### src/rtl/pwm_sample_demod_if.sv
// Signal bundle between a PWM link pin and the sample demodulator.
// master drives the pin and consumes samples; slave is the demodulator.
interface pwm_sample_demod_if #(
    parameter int SAMPLE_W = 8
);
    logic                pwm_in;
    logic [SAMPLE_W-1:0] sample_out;
    logic                sample_valid;
    logic                locked;
    logic                frame_err;

    modport master (
        output pwm_in,
        input  sample_out,
        input  sample_valid,
        input  locked,
        input  frame_err
    );

    modport slave (
        input  pwm_in,
        output sample_out,
        output sample_valid,
        output locked,
        output frame_err
    );
endinterface

### src/rtl/pwm_sample_demod.sv
// Recovers 8-bit samples from a fixed-period PWM stream by measuring the high
// run between consecutive rising edges; flags lock, frame errors and flat levels.
module pwm_sample_demod #(
    parameter int SAMPLE_W = 8,
    parameter int TOL      = 2,
    parameter int SYNC_N   = 2
) (
    input  logic              clk,
    input  logic              rst_n,
    pwm_sample_demod_if.slave bus
);
    localparam int CNT_W  = SAMPLE_W + 2;
    localparam int PERIOD = 1 << SAMPLE_W;

    localparam logic [CNT_W-1:0] CNT_MAX      = '1;
    localparam logic [CNT_W-1:0] CNT_ONE      = CNT_W'(1);
    localparam logic [CNT_W-1:0] PER_MIN      = CNT_W'(PERIOD - TOL);
    localparam logic [CNT_W-1:0] PER_MAX      = CNT_W'(PERIOD + TOL);
    localparam logic [CNT_W-1:0] IDLE_LAST    = CNT_W'(PERIOD + TOL - 1);
    localparam logic [CNT_W-1:0] SAMPLE_CLAMP = CNT_W'(PERIOD - 1);

    typedef enum logic [1:0] {
        ST_SEARCH,
        ST_HIGH,
        ST_LOW
    } state_t;

    function automatic logic [CNT_W-1:0] sat_inc(input logic [CNT_W-1:0] v);
        return (v == CNT_MAX) ? v : v + CNT_ONE;
    endfunction

    logic [SYNC_N-1:0]   sync_q;
    logic                pwm_s;
    logic                pwm_d_q;
    logic                rise;
    logic                fall;
    logic                timeout;
    logic                frame_ok;
    logic [SAMPLE_W-1:0] hi_clamped;

    state_t              state_q,    state_d;
    logic [CNT_W-1:0]    hi_cnt_q,   hi_cnt_d;
    logic [CNT_W-1:0]    per_cnt_q,  per_cnt_d;
    logic [CNT_W-1:0]    idle_cnt_q, idle_cnt_d;
    logic [SAMPLE_W-1:0] sample_q,   sample_d;
    logic                valid_q,    valid_d;
    logic                locked_q,   locked_d;
    logic                err_q,      err_d;

    always_ff @(posedge clk or negedge rst_n) begin
        if (!rst_n) begin
            sync_q  <= '0;
            pwm_d_q <= 1'b0;
        end else begin
            sync_q  <= {sync_q[SYNC_N-2:0], bus.pwm_in};
            pwm_d_q <= pwm_s;
        end
    end

    assign pwm_s      = sync_q[SYNC_N-1];
    assign rise       = pwm_s & ~pwm_d_q;
    assign fall       = ~pwm_s & pwm_d_q;
    // Any edge restarts the flat-level timer, so an edge landing on the
    // timeout cycle takes precedence.
    assign timeout    = ~rise & ~fall & (idle_cnt_q == IDLE_LAST);
    assign frame_ok   = (per_cnt_q >= PER_MIN) && (per_cnt_q <= PER_MAX);
    assign hi_clamped = (hi_cnt_q > SAMPLE_CLAMP) ? '1 : hi_cnt_q[SAMPLE_W-1:0];

    always_comb begin
        state_d    = state_q;
        hi_cnt_d   = hi_cnt_q;
        per_cnt_d  = per_cnt_q;
        idle_cnt_d = (rise | fall | timeout) ? '0 : sat_inc(idle_cnt_q);
        sample_d   = sample_q;
        valid_d    = 1'b0;
        locked_d   = locked_q;
        err_d      = 1'b0;

        case (state_q)
            ST_SEARCH: begin
                if (rise) begin
                    state_d   = ST_HIGH;
                    hi_cnt_d  = CNT_ONE;
                    per_cnt_d = CNT_ONE;
                end
            end
            ST_HIGH: begin
                per_cnt_d = sat_inc(per_cnt_q);
                if (pwm_s) begin
                    hi_cnt_d = sat_inc(hi_cnt_q);
                end
                if (fall) begin
                    state_d = ST_LOW;
                end
            end
            ST_LOW: begin
                if (rise) begin
                    // The rise closes the previous frame: judge its length
                    // before the counters restart for the new one.
                    if (frame_ok) begin
                        sample_d = hi_clamped;
                        valid_d  = 1'b1;
                        locked_d = 1'b1;
                    end else begin
                        err_d    = 1'b1;
                        locked_d = 1'b0;
                    end
                    state_d   = ST_HIGH;
                    hi_cnt_d  = CNT_ONE;
                    per_cnt_d = CNT_ONE;
                end else begin
                    per_cnt_d = sat_inc(per_cnt_q);
                end
            end
            default: begin
                state_d = ST_SEARCH;
            end
        endcase

        // A flat line is duty 0 or full duty; report it and resynchronise.
        if (timeout) begin
            state_d  = ST_SEARCH;
            sample_d = {SAMPLE_W{pwm_s}};
            valid_d  = 1'b1;
        end
    end

    always_ff @(posedge clk or negedge rst_n) begin
        if (!rst_n) begin
            state_q    <= ST_SEARCH;
            hi_cnt_q   <= '0;
            per_cnt_q  <= '0;
            idle_cnt_q <= '0;
            sample_q   <= '0;
            valid_q    <= 1'b0;
            locked_q   <= 1'b0;
            err_q      <= 1'b0;
        end else begin
            state_q    <= state_d;
            hi_cnt_q   <= hi_cnt_d;
            per_cnt_q  <= per_cnt_d;
            idle_cnt_q <= idle_cnt_d;
            sample_q   <= sample_d;
            valid_q    <= valid_d;
            locked_q   <= locked_d;
            err_q      <= err_d;
        end
    end

    assign bus.sample_out   = sample_q;
    assign bus.sample_valid = valid_q;
    assign bus.locked       = locked_q;
    assign bus.frame_err    = err_q;
endmodule

### src/flat_wrapper.sv
// flat-port wrapper written by rule: the top's interface ports become plain ports
module pwm_sample_demod_flat 
#(
    parameter int SAMPLE_W = 8,
    parameter int TOL      = 2,
    parameter int SYNC_N   = 2
)
  (clk, rst_n, bus_pwm_in, bus_sample_out, bus_sample_valid, bus_locked, bus_frame_err);
  pwm_sample_demod_if #(.SAMPLE_W(SAMPLE_W)) bus_i ();
  input  logic clk;
  input  logic rst_n;
  input wire logic [$bits(bus_i.pwm_in)-1:0] bus_pwm_in;
  output wire logic [$bits(bus_i.sample_out)-1:0] bus_sample_out;
  output wire logic [$bits(bus_i.sample_valid)-1:0] bus_sample_valid;
  output wire logic [$bits(bus_i.locked)-1:0] bus_locked;
  output wire logic [$bits(bus_i.frame_err)-1:0] bus_frame_err;
  assign bus_i.pwm_in = bus_pwm_in;
  assign bus_sample_out = bus_i.sample_out;
  assign bus_sample_valid = bus_i.sample_valid;
  assign bus_locked = bus_i.locked;
  assign bus_frame_err = bus_i.frame_err;
  pwm_sample_demod #(.SAMPLE_W(SAMPLE_W), .TOL(TOL), .SYNC_N(SYNC_N)) u_core (.clk(clk), .rst_n(rst_n), .bus(bus_i));
endmodule
### config.mk
export PLATFORM = sky130hd
export DESIGN_NAME = pwm_sample_demod_flat
export DESIGN_NICKNAME = d
export VERILOG_FILES = /design/src/rtl/pwm_sample_demod_if.sv /design/src/rtl/pwm_sample_demod.sv /design/src/flat_wrapper.sv
export SDC_FILE = /design/constraint.sdc
export NUM_CORES = 1
export LEC_CHECK = 0
export CAP_MARGIN = 20
export CORE_AREA = 2 2 81 83
export CTS_CLUSTER_SIZE = 10
export DETAILED_ROUTE_END_ITERATION = 10
export DIE_AREA = 0 0 83 85
export PLACE_DENSITY = 0.69
export SYNTH_ARGS = -nofsm -noshare
export SYNTH_HDL_FRONTEND = slang
export SYNTH_SLANG_ARGS = --single-unit
export TNS_END_PERCENT = 5
### constraint.sdc
create_clock -name clk -period 3.6 [get_ports clk]
set_clock_uncertainty 0.05 [all_clocks]
set_input_delay 0.9 -clock clk [delete_from_list [all_inputs] [get_ports clk]]
set_output_delay 0.9 -clock clk [all_outputs]
set_load 0.005 [all_outputs]
==> summary.md <==
| Metric | Value |
|---|---|
| Run status | completed |
| Class of the worst hold path | flop to flop |
| Drt first pass iters | 4 |
| Minimum period implied by the final worst setup slack | roughly 2.3 ns |
| Global routing usage on met1 | 22.8% |
| CTS Hold Buffers Added | 0 |
| Skew-Pair Late Insertion Delay | 0.29 ns |
| Number of buffers created by CTS | 5 |
| Core Footprint | 6200 um^2 |
| Total Routing Usage GR | ~17% |
| Leakage dissipation | 1.24 nW |
| Area grow syn2layout | 10.2% |
| Detailed-route wire length per cell | about 15 um |
| Maximum clock frequency | approximately 430 MHz |
| Number of filler instances in the final layout | around 580 |
| Die Footprint | 7060 um^2 |
| Share of the clock period used by the worst path after layout | about two thirds |
| Final setup violating endpoints | 0 |
| Total standard cell area after synthesis | between 2000 and 3000 um^2 |
| Vias per inst | around 6 |
| Worst slew slack as a fraction of its limit | 45.7% |
| Clock tree buffer depth | 2 |
| Avg Synthesized Cell Area | roughly 9.7 um^2 |
| Post-layout utilization of the core | 48.4% |
| TNS Setup | 0 ns |
| Switching share of total power | 37.8% |
| Initial standard-cell utilization of the core | 43.9% |
| Net count after synthesis | 296 |
| Commonest cells in the netlist | sky130_fd_sc_hd__dfrtp_1 (46), sky130_fd_sc_hd__nor2_1 (20), sky130_fd_sc_hd__nor3_1 (16), sky130_fd_sc_hd__o31ai_1 (16), sky130_fd_sc_hd__nand2_1 (14) |
| Buffers inserted during post-CTS setup optimization | 0 |
| CP endpoint kind | flop |
| Fraction of synthesis flops using an asynchronous set or reset pin | 100% |
| Clock tree root buffer cell | sky130_fd_sc_hd__clkbuf_8 |
| Rows | 29 |
| Congestion Overflow GR | 0 |
| Post-Route Hold Slack | 0.328 ns |
| Worst Max-Slew Pin Slew | 0.808 ns |
| Register Area | 1150 um^2 |
| Synthesized-area fraction occupied by ao, oa, aoi and oai cells | 21.6% |
| Net Switching | 594 uW |
| Horizontal die dimension | 83 um |
| Area share of the largest cell type after synthesis | 42.2% |
| Diode insertion count for antenna repair | 0 |
| Fin. Hold Viols | 0 |
| Crit Path Category | flop to flop |
| Predominant post-synthesis flop cell | sky130_fd_sc_hd__dfrtp_1 |
| Cell-internal power | 979 uW |
| # DRC | 0 |
| Proportion of synthesized chip area in sequential cells | 42.2% |
| Ys Warns | 0 |
| Yosys top cell by area | sky130_fd_sc_hd__dfrtp_1 |
| Reg clk slew, reported paths | around 0.080 ns |
| Simple-gate share of the synthesized area | 22.0% |
| Number of buffer cells added on primary ports | 13 |
| Logic gate share of total power | 34.1% |
| Fraction of the mapped netlist area in adder cells | 5.51% |
| Number of antenna violations at the first check in global routing | 0 |
| Via count | approximately 2200 |
| Maxcap violations | 0 |
| Num Clock Sinks | 46 |
| Largest family of logic cells by synthesized area | simple AND/OR/NAND/NOR gates |
| Worst setup SP type | flop |
| Met3 global-route usage | under 10% |
| Post-detailed-route count of antenna-violating nets | 0 |
| TritonCTS clock tree | done |
| Gp weighted congestion | 0.865 |
| Largest net degree at the start of global routing | 47 |
| Setup repair after global routing missed its margin | no |
| Area taken by multi-input logic gates | 1450 um^2 |
| Vert. Die Dim | 85 um |
| Multiplexer fraction of the synthesized cell area | 2.66% |
| Most Crowded Layer GR | met2 |
| 1st-iter DRT viols | about 140 |
| Count of flip-flops with a built-in enable after synthesis | 0 |
| Sequential cell fraction of total power | 41.9% |
| H-tree depth | 2 |
| Fraction of layout cells with a size suffix above 1 | 7.53% |
| Number of I/O pins | 14 |
| Number of distinct standard cells referenced by the synthesized netlist | 58 |
| First-pass GRT wire length | roughly 9900 um |
| Flip-flop and latch count after synthesis | 46 |
| Maximum fanout along the worst path | 11 |
| Cell types occupying the most area after synthesis | sky130_fd_sc_hd__dfrtp_1 (42%), sky130_fd_sc_hd__ha_1 (5.5%), sky130_fd_sc_hd__o31ai_1 (4.4%) |
| Maximum VDD drop | approximately 0.00030 V |
| Xor-xnor portion of the synthesized cell area | under 10% |
| Post-CTS Resized | 0 |
| Critical path data required time | 3.71 ns |
| Wire length after detailed routing | 5560 um |
| Post-DP HPWL | 3970 um |
| Power density over cell area | 523 nW/um^2 |
| Met2 track demand over resource in global routing | 26.9% |
| Share of power burned in the clock network | 24.0% |
| Via count of the first global-routing pass | 2102 |
| Most repeated cell in the gate-level netlist after synthesis | sky130_fd_sc_hd__dfrtp_1 |
| Final Slew Violations | 0 |
| Gate count of the mapped netlist | ~280 |
| Arrival time of data at the critical path endpoint | 2.45 ns |
| Final net count | 306 |
flip-flops by register name, indices dropped and copies added, names as in the netlist:
register and cells:
u_core.bus.frame_err 1, u_core.bus.locked 1, u_core.bus.sample_out 8, u_core.bus.sample_valid 1, u_core.hi_cnt_q 10, u_core.idle_cnt_q 10, u_core.per_cnt_q 10, u_core.pwm_d_q 1
u_core.state_q 2, u_core.sync_q 2
through the flow:
stage	cell area [um^2]	power (mW)	setup WS, ns	std cells
2_1_floorplan	2730	1.07	1.55	281
3_3_place_gp	2880	1.19	1.37	360
3_5_place_dp	2880	1.20	1.29	360
4_1_cts	2990	1.58	1.26	368
5_1_grt	3010	1.69	1.07	369
6_report	3010	1.57	1.26	369
cell type report:
type | instances | share of cell area [%]
Timing Repair Buffer | 14 | 4.83
Inverter | 13 | 1.62
Tap cell | 77 | 3.21
Clock inverter | 2 | 1.25
Sequential cell | 46 | 38.3
Multi-Input combinational cell | 211 | 48.4
Clock buffer | 6 | 2.41
routing by layer:
metal	wire (um)	vias to the layer above	share of wire, %
li1	-	1096	-
met1	2670	1069	48
met2	2480	49	45
met3	277	11	5.0
met4	125	0	2.2
met5	0	-	0
cells in the final DEF, fill, tap and decap left out, types with 7 or more instances in the layout:
master	instances
sky130_fd_sc_hd__a2111oi_1	8
sky130_fd_sc_hd__a21oi_1	13
sky130_fd_sc_hd__clkdlybuf4s50_1	12
sky130_fd_sc_hd__dfrtp_1	46
sky130_fd_sc_hd__ha_1	12
sky130_fd_sc_hd__inv_1	13
sky130_fd_sc_hd__nand2_1	14
sky130_fd_sc_hd__nand3_1	11
sky130_fd_sc_hd__nand4_1	7
sky130_fd_sc_hd__nor2_1	20
sky130_fd_sc_hd__nor3_1	16
sky130_fd_sc_hd__o21ai_0	12
sky130_fd_sc_hd__o31ai_1	16
sky130_fd_sc_hd__or3_1	7
cells by family (layout without fill, tap and decap cells):
group / after synthesis / in the layout
muxes: 7 / 7
AOI/OAI and AO/OA: 81 / 81
xor gates and xnor gates: 5 / 5
DFF: 46 / 46
buffers and inverters: 24 / 35
adders and majority gates: 12 / 12
and+or+nand+nor: 106 / 106
critical path, stage by stage, from the launching register on:
cell and delay (ns):
sky130_fd_sc_hd__dfrtp_1 0.43, sky130_fd_sc_hd__ha_1 0.38, sky130_fd_sc_hd__nand2_2 0.14, sky130_fd_sc_hd__or4b_1 0.65, sky130_fd_sc_hd__a2111oi_1 0.43, sky130_fd_sc_hd__o31ai_1 0.12
power by group through the flow:
stage / clock network, mW / logic, mW / registers [mW]
finish: 0.378 / 0.537 / 0.659
global route: 0.410 / 0.610 / 0.671
CTS: 0.391 / 0.532 / 0.658
detailed placement: 0 / 0.529 / 0.669
global placement: 0 / 0.522 / 0.665
floorplan: 0 / 0.436 / 0.637
final timing paths:
kind	from	to	slack, ns	cells after the start
setup / recovery	u_core.sync_q[1]$_DFF_PN0_	u_core.bus.sample_out[3]$_DFFE_PN0P_	1.26	5
hold / removal	u_core.sync_q[0]$_DFF_PN0_	u_core.sync_q[1]$_DFF_PN0_	0.33	0
setup reg to reg	u_core.sync_q[1]$_DFF_PN0_	u_core.bus.sample_out[3]$_DFFE_PN0P_	1.26	5
hold reg to reg	u_core.sync_q[0]$_DFF_PN0_	u_core.sync_q[1]$_DFF_PN0_	0.33	0
max in group asynchronous	rst_n	u_core.per_cnt_q[9]$_DFFE_PN0P_	2.56	2
min in group asynchronous	rst_n	u_core.bus.sample_out[5]$_DFFE_PN0P_	0.45	1
No activity file was read; power rests on OpenSTA's default activity.
